<file path="src/rtl/rf_fifo_ctrl.sv">
// rf_fifo_ctrl - FIFO controller that uses an external 32x32 register file as
// its storage array. Push/pop requests are button-level inputs and are
// edge-detected here; each accepted push writes one RF entry and each accepted
// pop captures the head entry into a registered display output.
//
// Optional feature macro: FIFO_ERR_EN (adds a sticky error output).
//
// Parameters:
//   AW    pointer width, depth = 2**AW entries (1..5)
//   BASE  first register-file address used (BASE + 2**AW <= 32)
//
// Ports:
//   clk      system clock, rising edge
//   rst      synchronous active-high reset
//   en_in    push request level (push attempted on 0->1)
//   en_out   pop request level (pop attempted on 0->1)
//   din      push data
//   dout     last popped word, registered
//   full     occupancy == 2**AW
//   empty    occupancy == 0
//   count    occupancy, AW+1 bits
//   rf_wa    register-file write address
//   rf_wd    register-file write data
//   rf_we    register-file write enable
//   rf_ra0   register-file read address 0
//   rf_rd0   register-file read data 0 (combinational read)
//   err      (FIFO_ERR_EN only) sticky flag for any rejected request
module rf_fifo_ctrl #(
  parameter int AW   = 3,
  parameter int BASE = 1
) (
  input  logic          clk,
  input  logic          rst,
  input  logic          en_in,
  input  logic          en_out,
  input  logic [31:0]   din,
  output logic [31:0]   dout,
  output logic          full,
  output logic          empty,
  output logic [AW:0]   count,
  output logic [4:0]    rf_wa,
  output logic [31:0]   rf_wd,
  output logic          rf_we,
  output logic [4:0]    rf_ra0,
  input  logic [31:0]   rf_rd0
`ifdef FIFO_ERR_EN
  ,
  output logic          err
`endif
);

  localparam logic [AW:0] DEPTH_C = (AW+1)'(1) << AW;
  localparam logic [4:0]  BASE_C  = 5'(BASE);

  logic [AW-1:0] wr_ptr_q, wr_ptr_d;
  logic [AW-1:0] rd_ptr_q, rd_ptr_d;
  logic [AW:0]   count_q,  count_d;
  logic [31:0]   dout_q,   dout_d;
  logic          en_in_q,  en_out_q;

  logic push_req, pop_req;
  logic push_ok,  pop_ok;

  assign full  = (count_q == DEPTH_C);
  assign empty = (count_q == '0);
  assign count = count_q;
  assign dout  = dout_q;

  // Gating with rst keeps rf_we low during reset and lets reset win over
  // any request arriving in the same cycle.
  always_comb begin
    push_req = en_in  & ~en_in_q;
    pop_req  = en_out & ~en_out_q;
    pop_ok   = pop_req & ~empty & ~rst;
    // When full, a simultaneous pop frees the read slot, which is also the
    // write slot (wr_ptr == rd_ptr); the old word is read out on the same edge.
    push_ok  = push_req & (~full | pop_ok) & ~rst;
  end

  assign rf_we  = push_ok;
  assign rf_wa  = BASE_C + 5'(wr_ptr_q);
  assign rf_wd  = din;
  assign rf_ra0 = BASE_C + 5'(rd_ptr_q);

  always_comb begin
    wr_ptr_d = wr_ptr_q;
    rd_ptr_d = rd_ptr_q;
    count_d  = count_q;
    dout_d   = dout_q;
    if (push_ok) wr_ptr_d = wr_ptr_q + AW'(1);
    if (pop_ok) begin
      rd_ptr_d = rd_ptr_q + AW'(1);
      dout_d   = rf_rd0;
    end
    case ({push_ok, pop_ok})
      2'b10:   count_d = count_q + (AW+1)'(1);
      2'b01:   count_d = count_q - (AW+1)'(1);
      default: count_d = count_q;
    endcase
  end

  always_ff @(posedge clk) begin
    if (rst) begin
      wr_ptr_q <= '0;
      rd_ptr_q <= '0;
      count_q  <= '0;
      dout_q   <= '0;
      // History held high so a button pressed through reset is not an edge.
      en_in_q  <= 1'b1;
      en_out_q <= 1'b1;
    end else begin
      wr_ptr_q <= wr_ptr_d;
      rd_ptr_q <= rd_ptr_d;
      count_q  <= count_d;
      dout_q   <= dout_d;
      en_in_q  <= en_in;
      en_out_q <= en_out;
    end
  end

`ifdef FIFO_ERR_EN
  logic err_q, err_d;

  always_comb begin
    err_d = err_q | (push_req & ~push_ok) | (pop_req & ~pop_ok);
  end

  always_ff @(posedge clk) begin
    if (rst) err_q <= 1'b0;
    else     err_q <= err_d;
  end

  assign err = err_q;
`endif

endmodule

</file>
<file path="config.mk">
export PLATFORM = sky130hd
export DESIGN_NAME = rf_fifo_ctrl
export DESIGN_NICKNAME = d
export VERILOG_FILES = /design/src/rtl/rf_fifo_ctrl.sv
export SDC_FILE = /design/constraint.sdc
export NUM_CORES = 1
export LEC_CHECK = 0
export ABC_CLOCK_PERIOD_IN_PS = 3100
export BUFFER_PORTS_ARGS = -buffer_cell sky130_fd_sc_hd__buf_2
export CAP_MARGIN = 20
export CORE_MARGIN = 1.5
export CORE_UTILIZATION = 39
export DETAILED_ROUTE_END_ITERATION = 6
export PLACE_DENSITY_LB_ADDON = 0.1
export SLEW_MARGIN = 20
export SYNTH_ARGS = -nofsm -noshare
export SYNTH_HDL_FRONTEND = slang
export SYNTH_SLANG_ARGS = --single-unit
export TNS_END_PERCENT = 20
</file>
<file path="constraint.sdc">
create_clock -name clk -period 3.1 [get_ports clk]
set_clock_uncertainty 0.15 [all_clocks]
set_input_delay 0.62 -clock clk [delete_from_list [all_inputs] [get_ports clk]]
set_output_delay 0.62 -clock clk [all_outputs]
set_load 0.02 [all_outputs]
</file>
==> summary.md, run 1 <==
| Metric | Value |
|---|---|
| Syn avg cell area | `8.32 um2` |
| Setup WS pre-CTS | `0.261 ns` |
| Routability cong. | `0.827` |
| # rows | `26` |
| DP Area | `2260 um2` |
| Max Root-Sink Buffers | `2` |
| Vias in the first global route | `1,435` |
| IO Count | `149` |
| TritonRoute pass-1 iters | `4` |
| CTS resizes | `0` |
| Worst IR drop on VDD | `0.000257 V` |
| Crit share post-route | `88.3%` |
| Clock network power share | `39.7%` |
| Crit Path Class | `reg -> reg` |
| Worst EP required | `3.17 ns` |
| Post-DRT Antenna Nets | `0` |
| Final TNS setup | `0 ns` |
| Fillcell total | `539` |
| Final setup fails | `0` |
| Worst setup margin | `0.364 ns` |
| Synth warn | `0` |
| TritonCTS clock tree | `yes` |
| Unrepaired setup endpoints after global routing | `no` |
| Arrival @ worst endpoint | `2.81 ns` |
| Vert. Die Dim | `75.8 um` |
| Clk_lat worst skew | `0.29 ns` |
| Area Overhead vs Synth | `14.5%` |
| Area of the multi-input gates | `818 um2` |
| Hpwl dp | `2850 um` |
| DR WL/cell | `11.3 um` |
| Reg2reg start | `count[0]` |
| Synthesized cell area | `2060 um2` |
| Sequential share of power | `53.7%` |
| Slew Viols, Final | `0` |
| Clock Sink Count | `44` |
| Leak pwr | `1.07 nW` |
| Crit Path Max Fanout | `6` |
| Switch Pwr | `230 uW` |
| Leading area contributor after synthesis | `dfxtp_1` |
| N_diodes | `0` |
| Seq/Total Area, Yosys | `42.7%` |
| Hold Path Origin | `dout[13]` |
| Layout cells sized above 1 | `36.0%` |
| H-tree depth | `2` |
| Sw frac | `21.5%` |
| Crit path top cell by count | `a21oi_1` |
| Number of buffers created by CTS | `5` |
| Pwr Density | `452 nW/um2` |
| Antenna violations before repair | `0` |
| Cells along the critical path | `or4_4, nand2_4, nor2_1, ha_1, ha_1, a21oi_1, a21oi_1, or4_1, a21oi_1` |
| Min Tclk post-route | `2.74 ns` |
| Initial core utilization | `40.4%` |
| # DRC | `0` |
| Port bufs | `82` |
| Max-Cap Viols | `0` |
| Congestion Overflow GR | `0` |
| Core Area | `5110 um2` |
| Drt total wl | `4170 um` |
| Slowest Stage Delay on Critical Path | `0.58 ns` |
| Final instance area | `2360 um2` |
| Most common cell after layout, fill and taps aside | `buf_2` |
| Total power | `1.07 mW` |
| Max Clk Rate | `0.365 GHz` |
| Final nets | `370` |
| Initial DRC count | `63` |
| Pint | `840 uW` |
| Endpoint class of the critical path | `flop` |
| CP startpoint | `count[0]` |
| Vias per std cell | `4.50` |
| Postcts setup bufs | `0` |
| Yosys top cell area share | `42.7%` |
| Count of cell types in the netlist | `28` |
| Count of hold-fix buffers inserted at cts | `0` |
| Fin util | `46.3%` |
| Setup crit start kind | `flop` |
| GR Util All Layers | `14.9%` |
| Critical Path Slowest Stage Cell | `or4_4` |
| Largest net degree at the start of global routing | `38` |
| Clock slew at the register clock pins of the worst setup and hold paths | `0.08 ns` |
| Combinational fraction of design power | `6.6%` |
| First-pass GRT wire length | `6340 um` |
| Hold crit path type | `reg -> reg` |
| Die width | `75.8 um` |
| Via count | `1,652` |
| Final-report hold violation count | `0` |
| Synthesized flop and latch total | `44` |
| Total Die Area | `5740 um2` |
| Clk Tree Root Cell | `clkbuf_8` |
| Most frequent cells in the layout | `buf_2 (82), nand2_1 (66), dfxtp_1 (44)` |
| Top cells by area, synth | `dfxtp_1 (43%), buf_4 (12%), nand2_1 (12%)` |
| Register area | `881 um2` |
| Mapped Cells | `248` |
| Status | `complete, no violations` |
-- layer usage --
layer	track usage [%]	wire, um	vias to the layer above
li1	-	-	844
met1	17.3	1850	730
met2	22.5	1800	64
met3	6.88	391	14
met4	8.73	123	0
met5	0	0	-
-- through the flow --
step | hold slack (ns) | cells
2_1_floorplan | 0.311 | 249
3_3_place_gp | 0.290 | 359
3_5_place_dp | 0.294 | 359
4_1_cts | 0.306 | 367
5_1_grt | 0.325 | 367
6_report | 0.302 | 367
-- worst max-delay path: cells and delay by family (launching register included) --
family                     cells  cell delay (ns)
AOI/OAI and AO/OA              3             0.43
adders and majority gates      2             0.55
and+or+nand+nor                4             1.17
DFF                            1             0.38
-- sequential cells by signal, summed over array words and instances, names as in the netlist --
register,flops
dout,32
rd_ptr_q,3
count,4
en_out_q,1
wr_ptr_q,3
en_in_q,1
-- final timing paths --
kind | end | slack (ns) | depth (start not counted)
hold reg to reg | dout[13] | 0.30 | 2
setup reg to reg | count[3] | 0.36 | 9
setup / recovery | count[3] | 0.36 | 9
hold / removal | dout[13] | 0.30 | 2
-- cell usage after synthesis (all sizes together) --
cell	number
or4	2
or2	2
nor2b	1
dfxtp	44
mux2i	1
nor2	12
xor2	5
nor4b	1
xnor2	3
fa	1
a21oi	39
nand2	67
o31ai	1
nand2b	3
nand3	2
and3	3
inv	8
ha	5
a211oi	1
conb	1
buf	40
clkbuf	6
-- power by group through the flow --
stage	logic, mW	registers, mW	clock network (mW)
after floorplan	0.0971	0.591	0
after CTS	0.0717	0.574	0.449
after global placement	0.0716	0.588	0
after global routing	0.0792	0.575	0.474
final	0.0706	0.574	0.425
after detailed placement	0.0712	0.588	0
-- cell families (layout without fill, tap and decap cells) --
logic type                 after synthesis  in the layout  share of synthesized area, %
DFF                                     44             44                          42.7
muxes                                    1              1                         0.485
AOI/OAI and AO/OA                       41             41                          11.5
xor gates and xnor gates                 8              8                          3.39
and+or+nand+nor                         93             93                          19.6
other                                    1              2                         0.182
buffers and inverters                   54            102                          18.2
adders and majority gates                6              6                          4.00
-- layout make-up --
class                      instances  area share [%]
clock inverter                     2            1.48
tap                               70            3.70
inverter                           8            1.27
multi-input combinational        151            34.6
timing repair buffer              86            18.6
clock buffer                       6            3.07
sequential                        44            37.2
Note: power is estimated with default switching activity, not from simulation.
==> inputs of run 2 (changes only) <==
--- a/config.mk
+++ b/config.mk
@@ -8,7 +8,7 @@
 export ABC_CLOCK_PERIOD_IN_PS = 3100
 export BUFFER_PORTS_ARGS = -buffer_cell sky130_fd_sc_hd__buf_2
 export CAP_MARGIN = 20
-export CORE_MARGIN = 1.5
+export CORE_MARGIN = 3
 export CORE_UTILIZATION = 39
 export DETAILED_ROUTE_END_ITERATION = 6
 export PLACE_DENSITY_LB_ADDON = 0.1
==> summary.md, run 2 (synthesis results as in run 1) <==
| Metric | Value |
|---|---|
| Setup crit start kind | `flop` |
| Pint | `782 uW` |
| Register area | `881 um2` |
| IO Count | `149` |
| Hold crit path type | `reg -> reg` |
| Combinational fraction of design power | `7.0%` |
| Total Die Area | `6200 um2` |
| Worst EP required | `3.18 ns` |
| Final nets | `370` |
| Final setup fails | `0` |
| DP Area | `2250 um2` |
| Crit share post-route | `87.9%` |
| Max Clk Rate | `0.367 GHz` |
| Drt total wl | `4270 um` |
| Leak pwr | `1.06 nW` |
| # rows | `25` |
| Crit Path Class | `reg -> reg` |
| Post-Place Cells | `356` |
| Routability cong. | `0.827` |
| Initial DRC count | `79` |
| Switch Pwr | `225 uW` |
| Clk Tree Root Cell | `clkbuf_8` |
| TritonRoute pass-1 iters | `4` |
| Min Tclk post-route | `2.72 ns` |
| Congestion Overflow GR | `0` |
| Fillcell total | `513` |
| Sw frac | `22.3%` |
| Most common cell after layout, fill and taps aside | `buf_2` |
| TritonCTS clock tree | `yes` |
| Clk_lat worst skew | `0.29 ns` |
| Final-report hold violation count | `0` |
| Post-DRT Antenna Nets | `0` |
| Most frequent cells in the layout | `buf_2 (82), nand2_1 (66), dfxtp_1 (44)` |
| Max-Cap Viols | `0` |
| Layout cells sized above 1 | `35.7%` |
| Sequential share of power | `57.0%` |
| Vias per std cell | `4.57` |
| DR WL/cell | `11.7 um` |
| Arrival @ worst endpoint | `2.80 ns` |
| Max Root-Sink Buffers | `2` |
| Area of the multi-input gates | `818 um2` |
| GR Util All Layers | `13.8%` |
| CTS resizes | `0` |
| Final TNS setup | `0 ns` |
| Postcts setup bufs | `0` |
| Core Area | `4910 um2` |
| Antenna violations before repair | `0` |
| First-pass GRT wire length | `6950 um` |
| Fin util | `47.7%` |
| Vert. Die Dim | `78.8 um` |
| N_diodes | `0` |
| H-tree depth | `2` |
| Port bufs | `82` |
| Die width | `78.8 um` |
| Clock Sink Count | `44` |
| Endpoint class of the critical path | `flop` |
| Initial core utilization | `42.0%` |
| Clock network power share | `36.0%` |
| Count of hold-fix buffers inserted at cts | `0` |
| Pwr Density | `430 nW/um2` |
| Area Overhead vs Synth | `13.5%` |
| Vias in the first global route | `1,534` |
| Crit Path Max Fanout | `6` |
| # DRC | `0` |
| Max FFs per register | `32` |
| Clock slew at the register clock pins of the worst setup and hold paths | `0.08 ns` |
| Number of buffers created by CTS | `5` |
| Hpwl dp | `2940 um` |
| Final Non-Filler Cells | `364` |
| Largest net degree at the start of global routing | `41` |
| Unrepaired setup endpoints after global routing | `no` |
| Slew Viols, Final | `0` |
| Status | `complete, no violations` |
| Via count | `1,662` |
| Final instance area | `2340 um2` |
| Worst IR drop on VDD | `0.000223 V` |
| Hold_ws | `0.303 ns` |
run 2: power groups by stage:
stage	sequential, mW	clock [mW]	combinational (mW)
final	0.574	0.362	0.0708
after global routing	0.575	0.402	0.0786
after CTS	0.574	0.380	0.0721
after detailed placement	0.588	0	0.0717
after global placement	0.588	0	0.0716
after floorplan	0.591	0	0.0971
run 2: cell type report:
class                           count  area share, %
Inverter                            8           1.28
Timing Repair Buffer               86           18.8
Clock buffer                        8           3.84
Tap cell                           67           3.58
Multi-Input combinational cell    151           34.9
Sequential cell                    44           37.6
run 2: per-layer routing:
layer	up-vias	part of all wire [%]	routed length, um	global-route usage [%]
met5	-	0	0	0
met4	0	2.3	99	6.82
met3	15	9.7	412	4.76
met2	66	45	1910	21.3
met1	733	43	1840	17.2
li1	848	-	-	-
run 2: critical path, stage by stage, from the launching register on:
cell	delay [ns]
dfxtp_1	0.37
or4_4	0.57
nand2_4	0.08
nor2_1	0.04
ha_1	0.21
ha_1	0.32
a21oi_1	0.20
a21oi_1	0.11
or4_1	0.47
a21oi_1	0.14
run 2: final timing paths:
kind / to / cells after the start / slack, ns / start
hold / removal: dout[20] / 2 / 0.30 / dout[20]
hold reg to reg: dout[20] / 2 / 0.30 / dout[20]
setup / recovery: count[3] / 9 / 0.38 / count[0]
setup reg to reg: count[3] / 9 / 0.38 / count[0]
run 2: through the flow:
stage / power [mW] / setup slack, ns
global placement: 0.659 / 0.323
CTS: 1.03 / 0.372
floorplan: 0.688 / 0.182
global route: 1.06 / 0.217
detailed placement: 0.659 / 0.275
finish: 1.01 / 0.375
